===== src/rtl/slice_arith.sv =====
// Multi-cycle WIDTH-bit add/subtract unit that runs one SLICE-bit carry-chain slice per clock.
// Build option: define SLICE_ARITH_FLAGS_EN to compute the ZERO/OVF flags; otherwise they are tied to 0.
module slice_arith #(
    parameter int unsigned WIDTH = 8,
    parameter int unsigned SLICE = 2
) (
    input  logic             CLKIN,
    input  logic             RESET,
    input  logic             START,
    input  logic [WIDTH-1:0] A,
    input  logic [WIDTH-1:0] B,
    input  logic             SUB,
    input  logic             CIN,
    input  logic             USE_C,
    output logic             BUSY,
    output logic             DONE,
    output logic [WIDTH-1:0] O,
    output logic             COUT,
    output logic             ZERO,
    output logic             OVF
);

    localparam int unsigned N     = WIDTH / SLICE;
    localparam int unsigned IDX_W = (N > 1) ? $clog2(N) : 1;

    localparam logic [1:0] ST_IDLE = 2'd0;
    localparam logic [1:0] ST_RUN  = 2'd1;
    localparam logic [1:0] ST_FIN  = 2'd2;

    logic [1:0]       state_q, state_d;
    logic [WIDTH-1:0] a_q, a_d;
    logic [WIDTH-1:0] b_q, b_d;
    logic [WIDTH-1:0] acc_q, acc_d;
    logic [IDX_W-1:0] idx_q, idx_d;
    logic             carry_q, carry_d;
    logic             busy_d, done_d, cout_d;
    logic [WIDTH-1:0] o_d;
    logic [SLICE:0]   slice_sum;
    logic [WIDTH-1:0] acc_next;
    logic             last_slice;

`ifdef SLICE_ARITH_FLAGS_EN
    logic zero_q, zero_d;
    logic ovf_q, ovf_d;
    assign ZERO = zero_q;
    assign OVF  = ovf_q;
`else
    assign ZERO = 1'b0;
    assign OVF  = 1'b0;
`endif

    // Operands shift right each step, so the active slice always sits in the low SLICE bits.
    always_comb begin
        state_d  = state_q;
        a_d      = a_q;
        b_d      = b_q;
        acc_d    = acc_q;
        idx_d    = idx_q;
        carry_d  = carry_q;
        busy_d   = BUSY;
        done_d   = 1'b0;
        o_d      = O;
        cout_d   = COUT;
`ifdef SLICE_ARITH_FLAGS_EN
        zero_d   = zero_q;
        ovf_d    = ovf_q;
`endif
        slice_sum  = {1'b0, a_q[SLICE-1:0]} + {1'b0, b_q[SLICE-1:0]} + {{SLICE{1'b0}}, carry_q};
        acc_next   = (acc_q >> SLICE) | (WIDTH'(slice_sum[SLICE-1:0]) << (WIDTH - SLICE));
        last_slice = (idx_q == IDX_W'(N - 1));

        case (state_q)
            ST_IDLE: begin
                if (START) begin
                    a_d     = A;
                    b_d     = SUB ? ~B : B;
                    carry_d = SUB ^ (USE_C & CIN);
                    idx_d   = '0;
                    busy_d  = 1'b1;
                    state_d = ST_RUN;
                end
            end
            ST_RUN: begin
                a_d     = a_q >> SLICE;
                b_d     = b_q >> SLICE;
                carry_d = slice_sum[SLICE];
                idx_d   = idx_q + IDX_W'(1);
                acc_d   = acc_next;
                if (last_slice) begin
                    // Results land on the edge entering FIN so DONE and O appear together.
                    state_d = ST_FIN;
                    done_d  = 1'b1;
                    o_d     = acc_next;
                    cout_d  = slice_sum[SLICE];
`ifdef SLICE_ARITH_FLAGS_EN
                    zero_d  = (acc_next == '0);
                    ovf_d   = (a_q[SLICE-1] == b_q[SLICE-1]) & (slice_sum[SLICE-1] != a_q[SLICE-1]);
`endif
                end
            end
            ST_FIN: begin
                busy_d  = 1'b0;
                state_d = ST_IDLE;
            end
            default: begin
                busy_d  = 1'b0;
                state_d = ST_IDLE;
            end
        endcase
    end

    always_ff @(posedge CLKIN) begin
        if (RESET) begin
            state_q <= ST_IDLE;
            a_q     <= '0;
            b_q     <= '0;
            acc_q   <= '0;
            idx_q   <= '0;
            carry_q <= 1'b0;
            BUSY    <= 1'b0;
            DONE    <= 1'b0;
            O       <= '0;
            COUT    <= 1'b0;
`ifdef SLICE_ARITH_FLAGS_EN
            zero_q  <= 1'b0;
            ovf_q   <= 1'b0;
`endif
        end else begin
            state_q <= state_d;
            a_q     <= a_d;
            b_q     <= b_d;
            acc_q   <= acc_d;
            idx_q   <= idx_d;
            carry_q <= carry_d;
            BUSY    <= busy_d;
            DONE    <= done_d;
            O       <= o_d;
            COUT    <= cout_d;
`ifdef SLICE_ARITH_FLAGS_EN
            zero_q  <= zero_d;
            ovf_q   <= ovf_d;
`endif
        end
    end

endmodule


===== config.mk =====
export PLATFORM = sky130hd
export DESIGN_NAME = slice_arith
export DESIGN_NICKNAME = d
export VERILOG_FILES = /design/src/rtl/slice_arith.sv
export SDC_FILE = /design/constraint.sdc
export NUM_CORES = 1
export LEC_CHECK = 0
export BUFFER_PORTS_ARGS = -buffer_cell sky130_fd_sc_hd__buf_2
export CORE_MARGIN = 1
export CORE_UTILIZATION = 56
export CTS_BUF_LIST = sky130_fd_sc_hd__clkbuf_4
export CTS_CLUSTER_DIAMETER = 150
export DETAILED_ROUTE_END_ITERATION = 16
export HOLD_SLACK_MARGIN = 0.08
export PLACE_DENSITY = 0.8
export SYNTH_ARGS = -nofsm -noshare
export SYNTH_HDL_FRONTEND = slang
export SYNTH_SLANG_ARGS = --single-unit
export TNS_END_PERCENT = 30

===== constraint.sdc =====
create_clock -name CLKIN -period 2.1 [get_ports CLKIN]
set_input_delay 0.42 -clock CLKIN [delete_from_list [all_inputs] [get_ports CLKIN]]
set_output_delay 0.42 -clock CLKIN [all_outputs]
set_load 0.05 [all_outputs]

Word level (Yosys, flattened, before mapping):

Cells that the tools add are included.
Widths: inputs -> output; s select.

* flip-flop bits (word level): 40
* bits of input ports: 22
* output and inout port bits: 13

* add/sub/neg operators: 3
* eq/ne operators: 4
* multiplexer cells: 15
* bitwise operators: 5
* reductions and logical operators: 7

Operators with widths (count)
* $pmux 8 s2: 2
* $mux 8: 3
* $not 8->8: 1
* $or 6x8->8: 1
* $pmux 2 s2: 2
* $reduce_and 2->1: 4
* $mux 2: 3
* $ne 2x2->1 const B: 2
* $pmux 1 s2: 2
* $add 2x2->3: 1
* $add 3x1->3: 1
* $mux 1: 3
* $add 2x1->2 const B: 1
* $eq 2x1->1 const B: 1
* $eq 2x2->1 const B: 1
* $logic_not 2->1: 1
* $reduce_bool 2->1: 1
* $reduce_or 2->1: 1
* $and 1x1->1: 1
* $not 1->1: 1
* $xor 1x1->1: 1

Logic depth before layout (Yosys ltp):

Gate-level depths: netlist of the first run.

* depth after elaboration: 4
* depth in mapped cells: 6
* gate-level depth less buffers: 6

Worst setup path before layout of the first run:

Ideal clock, no wire load.

* kind: reg-to-reg
* start point: register a_q[0]
* end point: register acc_q[7]
* setup time: 87 ps
* data arrival time: 1417 ps
* path slack: 597 ps
* cell stages (with the launch flop): 5
* clock period less this slack: 1503 ps
* path through: dfxtp_1 inv_1 fa_1 fa_1 a211oi_1

* cells in the longest elaborated chain, start to end: 3

RTL lines
* from (decl): RTL line 31 `logic [WIDTH-1:0] a_q, a_d;`
* from (signal assigned): RTL line 115 `a_q <= '0;`
* from (signal assigned): RTL line 130 `a_q <= a_d;`
* $add 2x2->3: RTL line 68 `slice_sum = {1'b0, a_q[SLICE-1:0]} + {1'b0, b_q[SLICE-1:0]} + {{SLICE{1'b0}}, carry_q};`
* $add 3x1->3: RTL line 68
* $or 6x8->8: RTL line 69 `acc_next = (acc_q >> SLICE) | (WIDTH'(slice_sum[SLICE-1:0]) << (WIDTH - SLICE));`
* to (signal assigned): RTL line 117 `acc_q <= '0;`
* to (signal assigned): RTL line 132 `acc_q <= acc_d;`
* to (decl): RTL line 33 `logic [WIDTH-1:0] acc_q, acc_d;`

Every way passes these cells.
A chain may end at the register's enable or synchronous reset.

Worst setup path after layout of the first run:

Same ends and word-level chain as after synthesis.

==> results.md, run 1 <==
- The number of global-route vias before repair came to 1254.
- The highest metal layer with signal wires is met4.
- The area of the placeable core is 2780 sq um.
- In the synthesized netlist the dominant register cell turns out to be dfxtp_1.
- Setup repair after global routing left no endpoint under its margin.
- The port buffer count is 32.
- The count of filler cells inserted in the layout is 267.
- During synthesis, Yosys emitted a total of 0 warnings.
- The mean number of vias per cell is 5.52.
- The final route contains 1347 vias.
- The amount of wire on met3 after detailed routing is 116 um.
- Compared with the post-synthesis result, the final layout area differs by 11.7%.
- The number of flops mapped to enable cells by yosys is 0.
- The number of hold violations in the final report is 0.
- The die area is 3200 sq um.
- The final cell count without fillers is 244.
- Counting flops and latches in the post-synthesis netlist gives 38.
- For this block, the routed nets add up to 3.17 mm of wire.
- Leaving out fill and tap cells, the most frequent cell in the layout is dfxtp_1.
- For this run, asynchronously set or reset flops after synthesis account for 0.
- The clock slew at the register clock pins of the worst setup and hold paths is 0.11 ns.
- The remaining global-route overflow is 0.
- Once detailed placement completed, the half-perimeter wirelength came to 2.30 mm.
- The reported max-cap violation count is 0.
- In this run, post-CTS hold repair placed 0 buffers.
- The initial antenna violation count came to 0.
- In this run the count of I/O pins placed on the die edge is 35.
- The part of the power in registers is 0.585.
- The post-synth design cell area is 1670 sq um.
- The share of total power dissipated in combinational logic is 0.147.
- Summed over all failing endpoints, the final setup total negative slack is 0 ns.
- The worst hold path passes through 3 cells.
- The area share of the largest cell type after synthesis is 0.457.
- The overall power of the completed layout is 1.34 mW.
- TritonCTS built the clock tree.
- Of the available clock period, the critical path in the final layout requires 0.766.
- Data arrives at the worst endpoint at 1.87 ns.
- In this run the remaining antenna-violating nets after routing total 0.
- The gate count after technology mapping is 184.
- The clock net in this run drives a total of 38 sinks.
- The worst-case reg-to-reg path depth is 4.
- The critical path goes through inv_1 > fa_1 > fa_1 > a211oi_1.
- In this run the post-CTS setup repair buffer count came out at 0.
- Entering global routing, the biggest net connects 25 pins.
- STA classifies the critical path endpoint as a flip-flop.
- The top cell types in the final layout, fill and taps aside, are dfxtp_1 (38), buf_2 (32), nor2_1 (23).
- The number of endpoints failing setup at the final stage is 0.
- With fillers left out, the area of the finished cells amounts to 1860 sq um.
- In the final layout, the share of cells above drive strength 1 is 0.258.
- By instance count, the cell type seen most on the critical path is fa_1.
- From left edge to right edge, the die measures 56.5 um.
- The starting utilization of the core area is 0.599.
- The number of detailed-routing iterations run before antenna repair is 4.
- The path with the worst hold slack has its endpoint at a_q[6].
- The number of instances resized during post-cts repair is 0.
- The post-route DRC violation count is 0.
- The layout net count is 237.
- The first routing iteration left 46 violations.
- The maximum ir drop on the vdd rail is 0.608 mV.
- For this design the ratio of total power to cell area is 723 nW/um^2.
- The insertion delay of the later-clocked pin in the worst-skew pair is 0.34 ns.
- The core occupancy in the finished layout is 0.669.
- The routed length per placed instance is 13.0 um.
- The synthesized design spends more area on one cell type than any other, namely dfxtp_1.
- The startpoint class of the critical path is a flip-flop.
- The smallest clock period supported by the final layout is computed as 1.61 ns.
- The setup check on the worst reg-to-reg path leaves a slack of 0.49 ns.
- The root buffer cell chosen for the clock tree is clkbuf_4.
- The type of the most critical hold path is input pin to flip-flop.
- For the final database, setup skew stands at 0.00764 ns.
- The max-slew violation count came to 0.
- The run finished with clean final reports.
- The share of the yosys chip area belonging to registers is 0.457.
- The number of placed instances, taps included, is 236.
- The maximum buffer depth of the clock tree is 2.
- The vertical die dimension is 56.5 um.
- The first global-routing pass estimated 5.31 mm of wire.
- The upper clock frequency limit is 0.621 GHz.
- The routability congestion estimate is 0.799.
- The source of the worst register-to-register timing path is a_q[0].
- The critical path starts at a_q[0].
- The cell-internal power is 0.983 mW.
- The number of diodes is 0.
- The wire length on met2 is 1.69 mm.
- By area the synthesized netlist is led by dfxtp_1 (46%), a21oi_1 (5.7%), nor2_1 (5.2%).
- The delay of the slowest cell on the worst path is 0.48 ns.
- In this run the critical register-to-register path is captured at acc_q[7].
- Dividing the synthesized area by the synthesized cell count gives 9.05 sq um.
- The data required time at the worst endpoint is 2.36 ns.
- The analysis attributes to cell leakage a power of 0.757 nW.
- The number of clock buffers added by TritonCTS is 5.
- The switching power is 0.361 mW.
- The class of the most critical setup path is flip-flop to flip-flop.
- The placed cell area is 1810 sq um.
- The slowest stage of the critical path belongs to the cell fa_1.
- Of the total power, the share spent switching nets is 0.269.
- The aggregate global-route resource usage is 0.217.
- The floorplan has 19 rows.
- The met1 wire length is 1.31 mm.
- Along the worst path, the maximum fanout reaches 2.
- The fraction of power consumed by the clock network is 0.268.
- The worst hold path begins at A[6].
- The number of library cell types mapped by synthesis is 36.
- The level count of the clock H-tree is 2.
worst max-delay path: cells and delay by family (launching register included):
| family | cells | cell delay, ns |
|---|---|---|
| adder cells (fa/ha/maj) | 2 | 0.92 |
| flip-flops | 1 | 0.34 |
| AO/OA/AOI/OAI | 1 | 0.21 |
| buffers and inverters | 1 | 0.07 |
routing by layer:
layer / vias to the layer above / track usage
li1: 688 / -
met1: 622 / 0.236
met2: 30 / 0.392
met3: 7 / 0.0530
met4: 0 / 0.101
met5: - / 0
synthesized netlist by cell type (2+ instances only):
cell type	instances
xnor2_1	6
nand2_1	21
xor2_1	3
nor2_1	23
o22ai_2	6
inv_1	9
o221a_2	4
clkbuf_1	5
a21oi_1	19
buf_2	3
dfxtp_1	38
a22oi_1	11
o21a_1	3
fa_1	2
buf_4	5
a211oi_1	6
final cells by class:
cell class / instances / area (sq um) / area share
flip-flops and latches: 38 / 761 / 0.409
multi-input cells: 122 / 783 / 0.421
clock inverters: 2 / 8.76 / 0.00471
inverters: 9 / 33.8 / 0.0182
repair buffers: 36 / 190 / 0.102
well taps: 31 / 38.8 / 0.0208
clock buffers: 6 / 45.0 / 0.0242
metrics by stage:
stage	hold slack (ns)	setup slack (ns)
after floorplan	0.432	0.597
after global routing	0.332	0.313
after detailed placement	0.446	0.503
after CTS	0.321	0.487
after global placement	0.439	0.570
final	0.318	0.491
worst max-delay path by stage:
stage	end	slack, ns	cells past startpoint
3_3_place_gp	O[7]	0.57	4
6_report	acc_q[7]	0.49	4
4_1_cts	acc_q[7]	0.49	4
5_1_grt	acc_q[7]	0.31	4
3_5_place_dp	acc_q[7]	0.50	4
2_1_floorplan	acc_q[7]	0.60	4
power groups by stage:
stage	clock, mW	combinational, mW	sequential, mW
global route	0.402	0.221	0.791
finish	0.360	0.198	0.786
floorplan	0	0.155	0.798
detailed placement	0	0.201	0.802
global placement	0	0.189	0.800
CTS	0.373	0.201	0.786
flip-flops by register name (all words and copies together), names as in the netlist:
register	cells
idx_q	2
state_q	2
carry_q	1
BUSY	1
O	8
COUT	1
b_q	8
DONE	1
a_q	8
acc_q	6
cell families (layout without fill, tap and decap cells):
| kind of cell | Yosys count | count (layout) | share of synthesized area |
|---|---|---|---|
| AOI/OAI and AO/OA | 55 | 55 | 0.248 |
| xor gates and xnor gates | 9 | 9 | 0.0473 |
| adders and majority gates | 3 | 3 | 0.0316 |
| buffers and inverters | 25 | 53 | 0.0751 |
| DFF | 38 | 38 | 0.457 |
| muxes | 1 | 1 | 0.00601 |
| other | 1 | 2 | 0.00225 |
| and+or+nand+nor | 52 | 52 | 0.133 |
Note: power is estimated with default switching activity, not from simulation.
==> inputs of run 2 (changes only) <==
--- a/config.mk
+++ b/config.mk
@@ -7,12 +7,12 @@
 export LEC_CHECK = 0
 export BUFFER_PORTS_ARGS = -buffer_cell sky130_fd_sc_hd__buf_2
 export CORE_MARGIN = 1
-export CORE_UTILIZATION = 56
+export CORE_UTILIZATION = 50
 export CTS_BUF_LIST = sky130_fd_sc_hd__clkbuf_4
 export CTS_CLUSTER_DIAMETER = 150
 export DETAILED_ROUTE_END_ITERATION = 16
 export HOLD_SLACK_MARGIN = 0.08
-export PLACE_DENSITY = 0.8
+export PLACE_DENSITY = 0.76
 export SYNTH_ARGS = -nofsm -noshare
 export SYNTH_HDL_FRONTEND = slang
 export SYNTH_SLANG_ARGS = --single-unit
==> constraint.sdc (replaced) <==
create_clock -name CLKIN -period 1.45 [get_ports CLKIN]
set_input_delay 0.29 -clock CLKIN [delete_from_list [all_inputs] [get_ports CLKIN]]
set_output_delay 0.29 -clock CLKIN [all_outputs]
set_load 0.05 [all_outputs]
==> results.md, run 2 (same netlist as run 1, synthesis figures left out) <==
- The level count of the clock H-tree is 2 (unchanged).
- The mean number of vias per cell is 5.21 (-5.7%).
- The number of cell rows was 20 (+1).
- The number of buffers and inverters on the critical path is 1 (unchanged).
- The number of buffers added by the clock tree synthesis step is 5 (unchanged).
- The initial antenna violation count is 0 (unchanged).
- The post-route DRC violation count is 0 (unchanged).
- The tree is rooted in a clkbuf_4.
- The critical path goes through inv_2 > fa_2 > fa_2 > a211oi_1.
- The starting utilization of the core area is 0.537 (-0.0620).
- The chip width is 59.7 um (+5.6%).
- The areal power density over the cells is 1020 nW/um^2 (+41%).
- The area of the placeable core is 3100 sq um (+12%).
- The largest registers in the layout are O (8), a_q (8), b_q (8).
- By startpoint and endpoint, the worst setup path is classified as flip-flop to flip-flop.
- The clock slew at the register clock pins of the worst setup and hold paths came to 0.11 ns (about the same).
- The most common library cell in the layout ignoring fill and taps is dfxtp_1.
- The checks that failed: setup timing.
- STA classifies the critical path endpoint as a flip-flop.
- The aggregate global-route resource usage came to 0.208 (-0.00895).
- TritonCTS built the clock tree.
- The part of the cycle the worst path needs is 1.02 (+0.256).
- The minimum hold slack is 0.192 ns (-0.126 ns).
- The top cell types in the final layout, fill and taps aside, are dfxtp_1 (34), buf_2 (32), nor2_1 (23).
- The post-placement setup slack came to -0.109 ns (-0.612 ns).
- The via count is 1359 (+0.89%).
- The insertion delay of the later-clocked pin in the worst-skew pair came to 0.33 ns (about the same).
- The delay of the slowest cell on the worst path is 0.54 ns (+0.06 ns).
- The number of clock sinks seen by CTS is 38 (unchanged).
- Grouping stages by cell kind, the critical path spends the most delay in adder cells.
- The setup total negative slack came to -0.0648 ns (-0.0648 ns).
- The pin count of the biggest net entering global routing was 23 (-8.0%).
- The count of boundary I/O pins is 35 (unchanged).
- The vertical die dimension is 59.7 um (+5.6%).
- The cell type of the slowest stage on the worst timing path is fa_2.
- The number of diodes came to 0 (unchanged).
- The area growth from synthesis to layout is 15.9%.
- The number of hold buffers added after CTS is 0 (unchanged).
- The min-delay analysis places its worst path in the category input pin to flip-flop.
- The overall routed net length was 3.20 mm (+0.91%).
- The number of global-route vias before repair is 1285 (+2.5%).
- The overall power of the completed layout was 1.96 mW (+46%).
- The upper clock frequency limit is 0.675 GHz (+8.6%).
- The least setup slack across all paths after layout came to -0.0324 ns (-0.523 ns).
- The die area is 3570 sq um (+12%).
- The port buffer count is 32 (unchanged).
- The maximum fanout count along the critical path came to 2 (unchanged).
- The remaining global-route overflow is 0 (unchanged).
- The maximum ir drop on the vdd rail is 0.644 mV (+5.9%).
- The remaining antenna violation count after routing is 0 (unchanged).
- The worst-case clock skew is 0.00705 ns (-0.000589 ns).
- The final HPWL from detailed placement is 2.37 mm (+2.7%).
- The routability congestion estimate is 0.790 (-1.2%).
- The data arrival time at the worst-slack endpoint is 1.70 ns (-0.17 ns).
- The flow ran to the end, but the final reports show violations.
- The placed cell area is 1870 sq um (+3.4%).
- The startpoint class of the critical path is a flip-flop.
- The max-slew violation count is 0 (unchanged).
- The leakage power is 0.782 nW (+3.4%).
- The routed length per placed instance was 12.3 um (-5.7%).
- The time the final worst path needs with I/O delays and setup came to 1.48 ns (-0.127 ns).
- The layout net count is 241 (+1.7%).
- The initial DRC count was 59 (+28%).
- The number of detailed-routing iterations run before antenna repair is 4 (unchanged).
- The final cell area excluding filler cells is 1930 sq um (+3.7%).
- The number of hold violations in the final report is 0 (unchanged).
- The data required time at the worst endpoint was 1.67 ns (-0.69 ns).
- Setup repair after global routing could not meet its margin everywhere.
- The reported max-cap violation count was 0 (unchanged).
- The fraction of layout instances using a drive strength above 1 is 0.304 (+0.0459).
- The cell seen most often among critical-path stages is fa_2.
- The global-route wire length before repair is 5.49 mm (+3.4%).
- The number of endpoints failing setup at the final stage is 2 (+2).
- The maximum buffer depth of the clock tree was 2 (unchanged).
==> run 2: cell count changes in the layout (fill, tap and decap cells not counted), sizes merged <==
cell	change
buf	+4
==> run 2: final cells by class <==
class                   instances  area [sq um]
clock inverters                 2          8.76
flip-flops and latches         38           766
clock buffers                   6          45.0
repair buffers                 40           233
inverters                       9          33.8
fillers                       291          1170
multi-input cells             122           788
well taps                      44          55.1
==> run 2: routing by layer <==
metal / part of all wire / up-vias / GRT usage
li1: - / 693 / -
met1: 0.42 / 620 / 0.239
met2: 0.51 / 36 / 0.352
met3: 0.035 / 10 / 0.0455
met4: 0.030 / 0 / 0.123
met5: 0 / - / 0
==> run 2: where the power goes <==
group / switching, mW / total [mW] / internal [mW]
Sequential: 0.0382 / 1.14 / 1.10
Combinational: 0.167 / 0.300 / 0.133
Clock: 0.324 / 0.525 / 0.201
Total: 0.530 / 1.96 / 1.43
==> run 2: path summary, 6_finish.rpt <==
check                              from  endpoint  slack [ns]  cells past startpoint
worst min-delay path               A[6]    a_q[6]        0.19                      3
worst max-delay path            carry_q  acc_q[7]       -0.03                      4
worst min register to register     O[1]      O[1]        0.46                      2
worst max register to register  carry_q  acc_q[7]       -0.03                      4
==> run 2: tightest hold or removal path: cells and delay by family <==
| kind | cells | cell delay [ns] |
|---|---|---|
| AO/OA/AOI/OAI | 1 | 0.06 |
| buffers and inverters | 1 | 0.08 |
| AND/OR/NAND/NOR | 1 | 0.08 |
==> run 2: what timing repair did <==
item / CTS / global route
pin swaps: 4 / 1
endpoints found under the setup margin: 4 / 6
setup buffers: 0 / 0
resized for setup: 5 / 1
==> run 2: per-stage QoR <==
| stage | utilization | instances |
|---|---|---|
| finish | 0.622 | 261 |
| global route | 0.622 | 261 |
| CTS | 0.621 | 261 |
| detailed placement | 0.602 | 253 |
| global placement | 0.602 | 253 |
| floorplan | - | 185 |
